**config.mk**
```make
export PLATFORM = sky130hd
export DESIGN_NAME = stopwatch_display
export DESIGN_NICKNAME = d
export VERILOG_FILES = /design/src/rtl/stopwatch_display.sv
export SDC_FILE = /design/constraint.sdc
export NUM_CORES = 1
export LEC_CHECK = 0
export ABC_AREA = 1
export CAP_MARGIN = 20
export CORE_MARGIN = 2
export CORE_UTILIZATION = 55
export DETAILED_ROUTE_END_ITERATION = 12
export GPL_TIMING_DRIVEN = 0
export PLACE_DENSITY = 0.78
export SYNTH_ARGS = -nofsm -noshare
export SYNTH_HDL_FRONTEND = slang
export SYNTH_SLANG_ARGS = --single-unit
```
**constraint.sdc**
```tcl
create_clock -name clk -period 10.1 [get_ports clk]
set_clock_uncertainty 0.2 [all_clocks]
set_input_delay 2.02 -clock clk [delete_from_list [all_inputs] [get_ports clk]]
set_output_delay 2.02 -clock clk [all_outputs]
set_load 0.005 [all_outputs]
```
**src/rtl/stopwatch_display.sv**
```systemverilog
// MM.SS driver for a common-anode, 4-digit multiplexed 7-segment display.
// Optional paused-state blinking is built when STOPWATCH_DISPLAY_PAUSE_BLINK_EN is defined.
module stopwatch_display #(
  parameter int SCAN_DIV     = 16,
  parameter int BLINK_FRAMES = 32
) (
  input  logic       clk,
  input  logic       rst_n,
  input  logic [7:0] minutes,
  input  logic [5:0] seconds,
  input  logic [1:0] status,
  output logic [6:0] seg_n,
  output logic       dp_n,
  output logic [3:0] an_n
);

  localparam int              SCW       = (SCAN_DIV > 1) ? $clog2(SCAN_DIV) : 1;
  localparam logic [SCW-1:0]  SCAN_LAST = SCW'(SCAN_DIV - 1);
  localparam logic [6:0]      SEG_BLANK = 7'h7F;
  localparam logic [6:0]      SEG_DASH  = 7'h3F;

  typedef enum logic [1:0] {
    ST_IDLE     = 2'b00,
    ST_RUN      = 2'b01,
    ST_PAUSE    = 2'b10,
    ST_IDLE_ALT = 2'b11
  } status_e;

  function automatic logic [6:0] seg_encode(input logic [3:0] bcd);
    case (bcd)
      4'd0:    seg_encode = 7'h40;
      4'd1:    seg_encode = 7'h79;
      4'd2:    seg_encode = 7'h24;
      4'd3:    seg_encode = 7'h30;
      4'd4:    seg_encode = 7'h19;
      4'd5:    seg_encode = 7'h12;
      4'd6:    seg_encode = 7'h02;
      4'd7:    seg_encode = 7'h78;
      4'd8:    seg_encode = 7'h00;
      4'd9:    seg_encode = 7'h10;
      default: seg_encode = SEG_BLANK;
    endcase
  endfunction

  logic [SCW-1:0] scan_cnt_q, scan_cnt_d;
  logic [1:0]     digit_q, digit_d;
  logic [7:0]     snap_min_q, snap_min_d;
  logic [5:0]     snap_sec_q, snap_sec_d;
  status_e        snap_st_q, snap_st_d;
  logic           frame_start;
  logic           blank_frame;
  logic           pause_dp_n;
  logic [6:0]     seg_d;
  logic           dp_d;
  logic [3:0]     an_d;

  // The snapshot is taken on the same edge that first shows digit 3, so the
  // displayed digits are decoded from the next-state snapshot, not the register.
  always_comb begin
    // NOTE: every always_comb output gets a default first so no path leaves it unassigned (no latch).
    frame_start = (digit_q == 2'd3) && (scan_cnt_q == '0);
    snap_min_d  = snap_min_q;
    snap_sec_d  = snap_sec_q;
    snap_st_d   = snap_st_q;
    if (frame_start) begin
      snap_min_d = minutes;
      snap_sec_d = seconds;
      snap_st_d  = status_e'(status);
    end

    if (scan_cnt_q == SCAN_LAST) begin
      scan_cnt_d = '0;
      digit_d    = digit_q - 2'd1;
    end else begin
      scan_cnt_d = scan_cnt_q + 1'b1;
      digit_d    = digit_q;
    end
  end

`ifdef STOPWATCH_DISPLAY_PAUSE_BLINK_EN
  localparam int BCW = $clog2(BLINK_FRAMES + 1);

  logic [BCW-1:0] blink_cnt_q, blink_cnt_d;
  logic           blink_on_q, blink_on_d;

  // blink_cnt counts paused frames already shown in the current phase.
  always_comb begin
    blink_cnt_d = blink_cnt_q;
    blink_on_d  = blink_on_q;
    if (frame_start) begin
      if (snap_st_d != ST_PAUSE) begin
        blink_cnt_d = '0;
        blink_on_d  = 1'b1;
      end else if (blink_cnt_q == BCW'(BLINK_FRAMES)) begin
        blink_cnt_d = BCW'(1);
        blink_on_d  = ~blink_on_q;
      end else begin
        blink_cnt_d = blink_cnt_q + 1'b1;
      end
    end
  end

  always_ff @(posedge clk) begin
    if (!rst_n) begin
      blink_cnt_q <= '0;
      blink_on_q  <= 1'b1;
    end else begin
      blink_cnt_q <= blink_cnt_d;
      blink_on_q  <= blink_on_d;
    end
  end

  assign blank_frame = (snap_st_d == ST_PAUSE) && !blink_on_d;
  assign pause_dp_n  = ~blink_on_d;
`else
  // No blinking in this build; the compare folds to 0 for any legal BLINK_FRAMES.
  assign blank_frame = (BLINK_FRAMES < 1);
  assign pause_dp_n  = 1'b1;
`endif

  always_comb begin
    seg_d = SEG_BLANK;
    dp_d  = 1'b1;
    unique case (digit_q)
      2'd3: seg_d = (snap_min_d > 8'd99) ? SEG_DASH : seg_encode(4'(snap_min_d / 8'd10));
      2'd2: seg_d = (snap_min_d > 8'd99) ? SEG_DASH : seg_encode(4'(snap_min_d % 8'd10));
      2'd1: seg_d = seg_encode(4'(snap_sec_d / 6'd10));
      2'd0: seg_d = seg_encode(4'(snap_sec_d % 6'd10));
    endcase

    if (digit_q == 2'd2) begin
      unique case (snap_st_d)
        ST_RUN:   dp_d = 1'b0;
        ST_PAUSE: dp_d = pause_dp_n;
        default:  dp_d = 1'b1;
      endcase
    end

    if (blank_frame) begin
      seg_d = SEG_BLANK;
      dp_d  = 1'b1;
    end

    an_d = ~(4'b0001 << digit_q);
  end

  always_ff @(posedge clk) begin
    if (!rst_n) begin
      // NOTE: sequential state uses non-blocking assignments so all registers update together.
      scan_cnt_q <= '0;
      digit_q    <= 2'd3;
      snap_min_q <= '0;
      snap_sec_q <= '0;
      snap_st_q  <= ST_IDLE;
      seg_n      <= SEG_BLANK;
      dp_n       <= 1'b1;
      an_n       <= 4'hF;
    end else begin
      scan_cnt_q <= scan_cnt_d;
      digit_q    <= digit_d;
      snap_min_q <= snap_min_d;
      snap_sec_q <= snap_sec_d;
      snap_st_q  <= snap_st_d;
      seg_n      <= seg_d;
      dp_n       <= dp_d;
      an_n       <= an_d;
    end
  end

endmodule

```
## After elaboration in Yosys (flattened, before gate mapping)

Memory sizes are Yosys's and may differ from the RTL's.
Cells that the tools add are included.

- Add/subtract/negate cells: 2
- Order comparisons: 1
- Reductions and logical operators: 5
- Equality and inequality tests: 5
- Muxes and demuxes: 7
- Shift operators: 1
- Divide/modulo/power cells: 4
- Bitwise gates (word level): 2

Operators by type and width:

| operator | number |
|---|---|
| case mux 7 bit (4 select lines) | 1 |
| two-way mux 7 bit | 2 |
| divider 8 x 4 -> 8 bit (second input constant) | 1 |
| greater-than comparator 8 x 7 -> 1 bit (second input constant) | 1 |
| modulo 8 x 4 -> 8 bit (second input constant) | 1 |
| two-way mux 8 bit | 1 |
| divider 6 x 4 -> 6 bit (second input constant) | 1 |
| modulo 6 x 4 -> 6 bit (second input constant) | 1 |
| two-way mux 6 bit | 1 |
| adder 4 x 1 -> 4 bit (second input constant) | 1 |
| == test 2 x 1 -> 1 bit (second input constant) | 2 |
| == test 2 bit (second input constant) | 2 |
| == test 4 bit (second input constant) | 1 |
| logical NOT 4 bit | 1 |
| inverter 4 bit | 1 |
| << shifter 1 x 2 -> 4 bit (first input constant) | 1 |
| logical NOT 2 bit | 1 |
| two-way mux 2 bit | 1 |
| AND reduction 2 bit | 1 |
| OR reduction 2 bit | 1 |
| subtractor 2 x 1 -> 2 bit (second input constant) | 1 |
| logical AND 1 bit | 1 |
| two-way mux 1 bit | 1 |
| inverter 1 bit | 1 |

- Memory bits (read-only): 448
- Register bits: 34
- Logic and storage cells: 39
- Memories kept: 4
- Output and inout bits: 12
- Input port bits: 18

Memory list:

| memory | words | width | rd ports | clocked after Yosys merged registers in | write ports | RTL line | RTL |
|---|---|---|---|---|---|---|---|
| (no name shown) | 16 | 7 | 1 | 0 | 0 | 30 | `case (bcd)` |
| (no name shown) | 16 | 7 | 1 | 0 | 0 | 30 |  |
| (no name shown) | 16 | 7 | 1 | 0 | 0 | 30 |  |
| (no name shown) | 16 | 7 | 1 | 0 | 0 | 30 |  |

## Logic depth before layout (Yosys ltp)

Gate-level depths: netlist of the first run.
An unclocked memory read counts as a cell.

- Depth after elaboration: 7
- Mapped depth: 38
- Mapped depth without buffers: 38

## Worst setup path before layout of the first run

Ideal clock, no wire load.

- Kind: input to register
- From: input port seconds[3]
- To: register seg_n[0]
- Buffers on the path: 0
- Data arrival time: 4888 ps
- Library setup time: 122 ps
- Path slack: 4890 ps
- Required time: 9778 ps
- Stages: 23
- Cell sequence: o21ai_2 nand2_2 nand2_4 xor2_1 inv_1 ha_1 nand3_1 nand3_2 nand2_4 clkinv_2 o21ai_4 o21ai_4 nand2_4 xor2_1 inv_1 ha_1 or2_1 nand2_1 nand2_1 a21oi_2 nand2_1 nand2_1 nand3_1

- Word-level cells in the longest chain between the ends: 4
- Elaborated cells on any way between the ends: 6
- Classes of those cells: div: 2; mux: 2; memory: 2

RTL lines:

| item | RTL line | RTL |
|---|---|---|
| from (decl) | 10 | `input logic [5:0] seconds,` |
| two-way mux 6 bit (*) | 65 | `if (frame_start) begin` |
| modulo 6 x 4 -> 6 bit or divider 6 x 4 -> 6 bit (tied branches) | 128, 127 |  |
| memory (16 x 7 bit) | -- |  |
| case mux 7 bit (4 select lines) (*) | 124 | `unique case (digit_q)` |
| to (signal assigned) | 164 | `seg_n <= seg_d;` |
| to (decl) | 12 | `output logic [6:0] seg_n,` |

Every way passes the cells marked *; elsewhere a longest branch is shown, timed or not.
A chain may end at the register's enable or synchronous reset.

## Worst setup path in the final report of the first run

Ends and elaborated chain as after synthesis.

==> flow_summary.yaml, run 1 <==
run_status:
  status: "complete, no violations"
clocking:
  post_cts_resized: 0
  post_cts_buffers: 0
  clock_latency_ps: 290
  ctsHoldBuffers: 0
  clkTransAtPathRegs_ps: 70
  clock-sinks: 34
  root_buffer: "clkbuf_8"
  tritoncts: "done"
  cts_max_level: 2
  cts_buffers: 5
  cts_buffer_depth: 2
finish:
  drive_gt1_frac: 0.146
  syn_to_final_growth_pct: 17.6
  nNetsFinal: 506
  n_antenna_cell: 0
  finish.utilization: 0.673
  seq_area_um2: 681
  multi_input_area_mm2: 0.00196
  n_fill_cell: 455
global_routing:
  grt_max_degree: 13
  grt_pass1_wl_um: 10800
  track_usage: 0.219
  gr-total-overflow: 0
  grt_pass1_vias: 2560
  antenna_found_initial: 0
sta:
  relSlewSlack: 0.513
  fin_crit_ps: 5770
  fmax_mhz: 173
  tns_ps: 0
  slew_viol_final: 0
  grt_setup_unrepaired: "no"
  tightest_slew_ps: 723
  hold_viol_final: 0
  timing.hold.ws_ps: 272
  fin_crit_sh: 0.572
  setup_viol: 0
power:
  power_density_mw_per_mm2: 276
  p_total_mw: 0.951
  peakVddDrop_v: 0.000188
  p_sw_mw: 0.468
  power_frac_comb: 0.673
  seqPwrFrac: 0.166
  p_leak_nw: 1.73
  switching_share: 0.493
  internal_power_mw: 0.482
  pwr-share-clk: 0.161
critical_path:
  crit_arrival_ps: 5720
  worstSetupPathType: "in -> reg"
  worstPathRequired_ps: 10050
  cp-end-kind: "flop"
  cp_max_fo: 9
  worst_setup_path_start_kind: "input port"
logic_synthesis:
  ys_seq_area_frac: 0.233
  netlist_instances: 421
  yosysTopAreaCellShare: 0.233
  synth_most_common_cell: "nand2_1"
  synth.cell_area_mm2: 0.00292
  synth_seq_cells: 34
  synth.area.top_cells: "dfxtp_1, ha_1, nand2_1, inv_1, nand3_1"
  avgSynthCellArea_um2: 6.94
  synth_cell_types: 41
  syn_nets: 470
  ys_async_sr_fraction: 0
  synth_ff_type: "dfxtp_1"
  yosysWarnings: 0
  synth-edff-count: 0
  synth.largest_area_cell: "dfxtp_1"
  synth_commonest_cells: "nand2_1, inv_1, nand3_1"
placement:
  hpwlAfterDp_um: 4830
  gp_congestion: 0.950
  io_buffers: 29
routing:
  wirelength_um: 6000
  wl_per_cell_um: 11.4
  drt_iter0_drc: 154
  ant_nets: 0
  drc: 0
  first_pass_iters: 4
  via_per_inst: 5.01
  vias: 2643
floorplanning:
  rows: 26
  die_area_mm2: 0.00591
  core_mm2: 0.00511
  initial_utilization: 0.572
  die_x_um: 76.9
  ios: 30
  die_h_um: 76.9
run:
  max_cap_viol_count: 0
worst_hold_path:
  worstHoldPathType: "reg -> reg"
registers in the layout, indices dropped and copies added (netlist names):
signal      flops
scan_cnt_q      4
digit_q         2
seg_n           7
snap_st_q       2
an_n            4
snap_sec_q      6
snap_min_q      8
dp_n            1
power by group through the flow:
stage	registers (mW)	clock network, mW	logic (mW)
after floorplan	0.162	0	0.511
after global placement	0.161	0	0.620
after detailed placement	0.161	0	0.638
after CTS	0.158	0.157	0.642
after global routing	0.159	0.161	0.733
final	0.158	0.153	0.640
worst max-delay path, stage by stage:
cell and delay (ps):
clkdlybuf4s50_1 420, o21ai_2 240, nand2_2 90, nand2_4 110, xor2_1 250, inv_1 150
ha_1 220, nand3_1 90, nand3_2 100, nand2_4 130, clkinv_2 120, o21ai_4 200
o21ai_4 90, nand2_4 130, xor2_1 330, inv_1 140, ha_1 190, or2_1 220
nand2_1 60, nand2_1 70, a21oi_2 130, nand2_1 60, nand2_1 60, nand3_1 90
per-layer routing:
metal  up-vias  GRT usage  wire length [um]
met5         -          0                 0
met1      1190      0.264              2780
li1       1403          -                 -
met4         0     0.0782               118
met3        12     0.0306               115
met2        38      0.396              2990
path summary, 6_finish.rpt:
path | cells after the start | end | startpoint | slack, ps
hold / removal | 1 | scan_cnt_q[0] | scan_cnt_q[0] | 270
setup reg to reg | 28 | seg_n[0] | digit_q[0] | 5390
hold reg to reg | 1 | scan_cnt_q[0] | scan_cnt_q[0] | 270
setup / recovery | 24 | seg_n[0] | seconds[3] | 4330
placed cells by master, fill, tap and decap left out, drive strengths merged:
| cell | n |
|---|---|
| inv | 65 |
| o21bai | 3 |
| clkbuf | 9 |
| clkinv | 2 |
| mux2i | 1 |
| bufinv | 2 |
| a21oi | 21 |
| nand2 | 127 |
| buf | 2 |
| nand3 | 44 |
| ha | 31 |
| or2 | 3 |
| o211a | 1 |
| o21ai | 31 |
| nand4 | 2 |
| nor2 | 34 |
| a31oi | 1 |
| nand3b | 2 |
| xor2 | 5 |
| clkdlybuf4s50 | 29 |
| xnor2 | 2 |
| nor3b | 1 |
| o211ai | 1 |
| o21a | 3 |
| a21o | 2 |
| dfxtp | 34 |
cell families (layout without fill, tap and decap cells):
| family | count (synthesis) | count (layout) | share of synthesized area |
|---|---|---|---|
| AO/OA/AOI/OAI | 63 | 63 | 0.147 |
| XOR/XNOR | 7 | 7 | 0.0325 |
| adder cells (fa/ha/maj) | 31 | 31 | 0.133 |
| buffers and inverters | 72 | 109 | 0.0980 |
| flip-flops | 34 | 34 | 0.233 |
| multiplexers | 1 | 1 | 0.00342 |
| AND/OR/NAND/NOR | 213 | 213 | 0.353 |
final cells by class:
class                   instances  area share
clock buffers                   5      0.0200
multi-input cells             315       0.569
well taps                      70      0.0255
repair buffers                 29      0.0844
plain buffers                   6      0.0109
flip-flops and latches         34       0.198
inverters                      66      0.0724
clock inverters                 3      0.0200
through the flow:
stage,std cells,setup WS [ps],instance area (um^2)
after floorplan,421,4890,2920
after detailed placement,520,3990,3300
final,528,4330,3440
after global routing,528,3930,3440
after CTS,528,4290,3440
after global placement,520,4060,3300
No activity file was read; power rests on OpenSTA's default activity.
==> run 2, diff against run 1 <==
==> constraint.sdc (replaced) <==
create_clock -name clk -period 5.85 [get_ports clk]
set_clock_uncertainty 0.2 [all_clocks]
set_input_delay 1.17 -clock clk [delete_from_list [all_inputs] [get_ports clk]]
set_output_delay 1.17 -clock clk [all_outputs]
set_load 0.005 [all_outputs]
==> results of run 2 <==
Same layout as run 1 (identical final DEF). Status: complete, no violations.
Main changes from that run: setup slack after placement 3990 ps -> 586 ps; setup slack after layout 4330 ps -> 925 ps; register-to-register setup slack 5390 ps -> 1140 ps; total power 0.951 mW -> 1.64 mW; worst IR drop on VDD 0.000188 V -> 0.000325 V
==> run 3, diff against run 2 <==
==> constraint.sdc (replaced) <==
create_clock -name clk -period 5 [get_ports clk]
set_clock_uncertainty 0.2 [all_clocks]
set_input_delay 1 -clock clk [delete_from_list [all_inputs] [get_ports clk]]
set_output_delay 1 -clock clk [all_outputs]
set_load 0.005 [all_outputs]
==> flow_summary.yaml, run 3 (same netlist as run 1, synthesis figures left out) <==
run_status:
  status: "complete, no violations"
power:
  seqPwrFrac: 0.163
  switching_share: 0.495
  p_leak_nw: 1.74
  power_density_mw_per_mm2: 563
  peakVddDrop_v: 0.000380
  internal_power_mw: 0.986
  p_total_mw: 1.95
  power_frac_comb: 0.678
  p_sw_mw: 0.968
  pwr-share-clk: 0.159
sta:
  fmax_mhz: 216
  grt_setup_unrepaired: "no"
  relSlewSlack: 0.512
  tightest_slew_ps: 724
  fin_ws_ps: 368
  tns_ps: 0
  hold_viol_final: 0
  timing.hold.ws_ps: 271
  fin_crit_ps: 4630
  setup_viol: 0
  slew_viol_final: 0
  fin_crit_sh: 0.926
global_routing:
  grtUsageMet1: 0.264
  use_met3: 0.0306
  antenna_found_initial: 0
  grt_pass1_vias: 2560
  grt_pass1_wl_um: 10800
  grt_max_degree: 13
  met2_usage: 0.396
  gr-total-overflow: 0
  busiest_layer: "met2"
  track_usage: 0.219
placement:
  dpl.cell_count: 520
  hpwlAfterDp_um: 4830
  gp_congestion: 0.950
  placed_area_mm2: 0.00330
  io_buffers: 29
  pre_cts_slack_ps: -94.3
finish:
  syn_to_final_growth_pct: 18.8
  final_common_cell: "nand2_1"
  regMostFlops: "snap_min_q"
  largest_register_ffs: 8
  nNetsFinal: 506
  drive_gt1_frac: 0.153
  final_cells: 528
  reg.largest.list: "snap_min_q (8), seg_n (7), snap_sec_q (6)"
  postLayoutCellArea_mm2: 0.00347
  n_antenna_cell: 0
  mostFrequentLayoutCells: "nand2_1, inv_1, nand3_1, dfxtp_1, ha_1"
  finish.utilization: 0.680
  n_fill_cell: 450
clocking:
  ctsHoldBuffers: 0
  clock-sinks: 34
  root_buffer: "clkbuf_8"
  cts_buffers: 5
  cts_buffer_depth: 2
  clkTransAtPathRegs_ps: 80
  cts_max_level: 2
  tritoncts: "done"
  clock_latency_ps: 290
critical_path:
  crit_path_start: "seconds[3]"
  endpoint: "seg_n[0]"
  r2r_end: "seg_n[0]"
  worstPathRequired_ps: 4950
  worstSetupPathType: "in -> reg"
  reg2reg_setup_slack_ps: 460
  worst_setup_path_start_kind: "input port"
  cp-end-kind: "flop"
  cp_max_fo: 9
  worstReg2RegStart: "digit_q[0]"
  crit_arrival_ps: 4580
  rr_worst_depth: 28
run:
  max_cap_viol_count: 0
routing:
  wirelength_um: 6110
  ant_nets: 0
  via_per_inst: 5.04
  vias: 2659
  wl_per_cell_um: 11.6
  drc: 0
  first_pass_iters: 4
  drt_iter0_drc: 175
floorplanning:
  ios: 30
  core_mm2: 0.00511
  die_area_mm2: 0.00591
  initial_utilization: 0.572
  die_h_um: 76.9
  rows: 26
  die_x_um: 76.9
worst_hold_path:
  hold_depth: 1
  worstHoldPathType: "reg -> reg"
-- run 3: cell type report --
| type | instances | area [um^2] | share of cell area |
|---|---|---|---|
| multi-input cells | 315 | 1990 | 0.573 |
| flip-flops and latches | 34 | 681 | 0.196 |
| repair buffers | 29 | 290 | 0.0836 |
| inverters | 66 | 249 | 0.0717 |
| well taps | 70 | 87.6 | 0.0252 |
| clock buffers | 5 | 68.8 | 0.0198 |
| clock inverters | 3 | 68.8 | 0.0198 |
| plain buffers | 6 | 37.5 | 0.0108 |
-- run 3: power groups by stage --
| stage | Clock [mW] | Combinational [mW] | Sequential (mW) |
|---|---|---|---|
| floorplan | 0 | 1.03 | 0.327 |
| global placement | 0 | 1.25 | 0.324 |
| detailed placement | 0 | 1.29 | 0.325 |
| CTS | 0.317 | 1.30 | 0.319 |
| global route | 0.326 | 1.51 | 0.322 |
| finish | 0.311 | 1.32 | 0.318 |
-- run 3: critical path: stages --
cell and delay [ps]:
clkdlybuf4s50_1 430, o21ai_2 280, nand2_2 110, nand2_4 130
xor2_2 200, inv_1 130, ha_1 210, nand3_1 90
nand3_2 100, nand2_4 130, clkinv_2 120, o21ai_4 200
o21ai_4 90, nand2_4 140, xor2_2 240, inv_1 120
ha_1 180, or2_1 220, nand2_1 60, nand2_1 70
a21oi_2 130, nand2_1 60, nand2_1 60, nand3_1 90
-- run 3: worst min path at each step --
stage	startpoint	endpoint	slack, ps
4_1_cts	scan_cnt_q[0]	scan_cnt_q[0]	280
3_5_place_dp	scan_cnt_q[0]	scan_cnt_q[0]	260
5_1_grt	scan_cnt_q[0]	scan_cnt_q[0]	300
3_3_place_gp	scan_cnt_q[0]	scan_cnt_q[0]	250
6_report	scan_cnt_q[0]	scan_cnt_q[0]	270
2_1_floorplan	scan_cnt_q[0]	scan_cnt_q[0]	230
-- run 3: what timing repair did --
item / CTS / global route
buffers inserted: 0 / 0
gates resized for setup: 0 / 5
endpoints found under the setup margin: 0 / 2
-- run 3: metal layers --
metal	wire length (um)	share of wire
met5	0	0
met4	118	0.019
met3	112	0.018
met2	3030	0.50
met1	2840	0.47
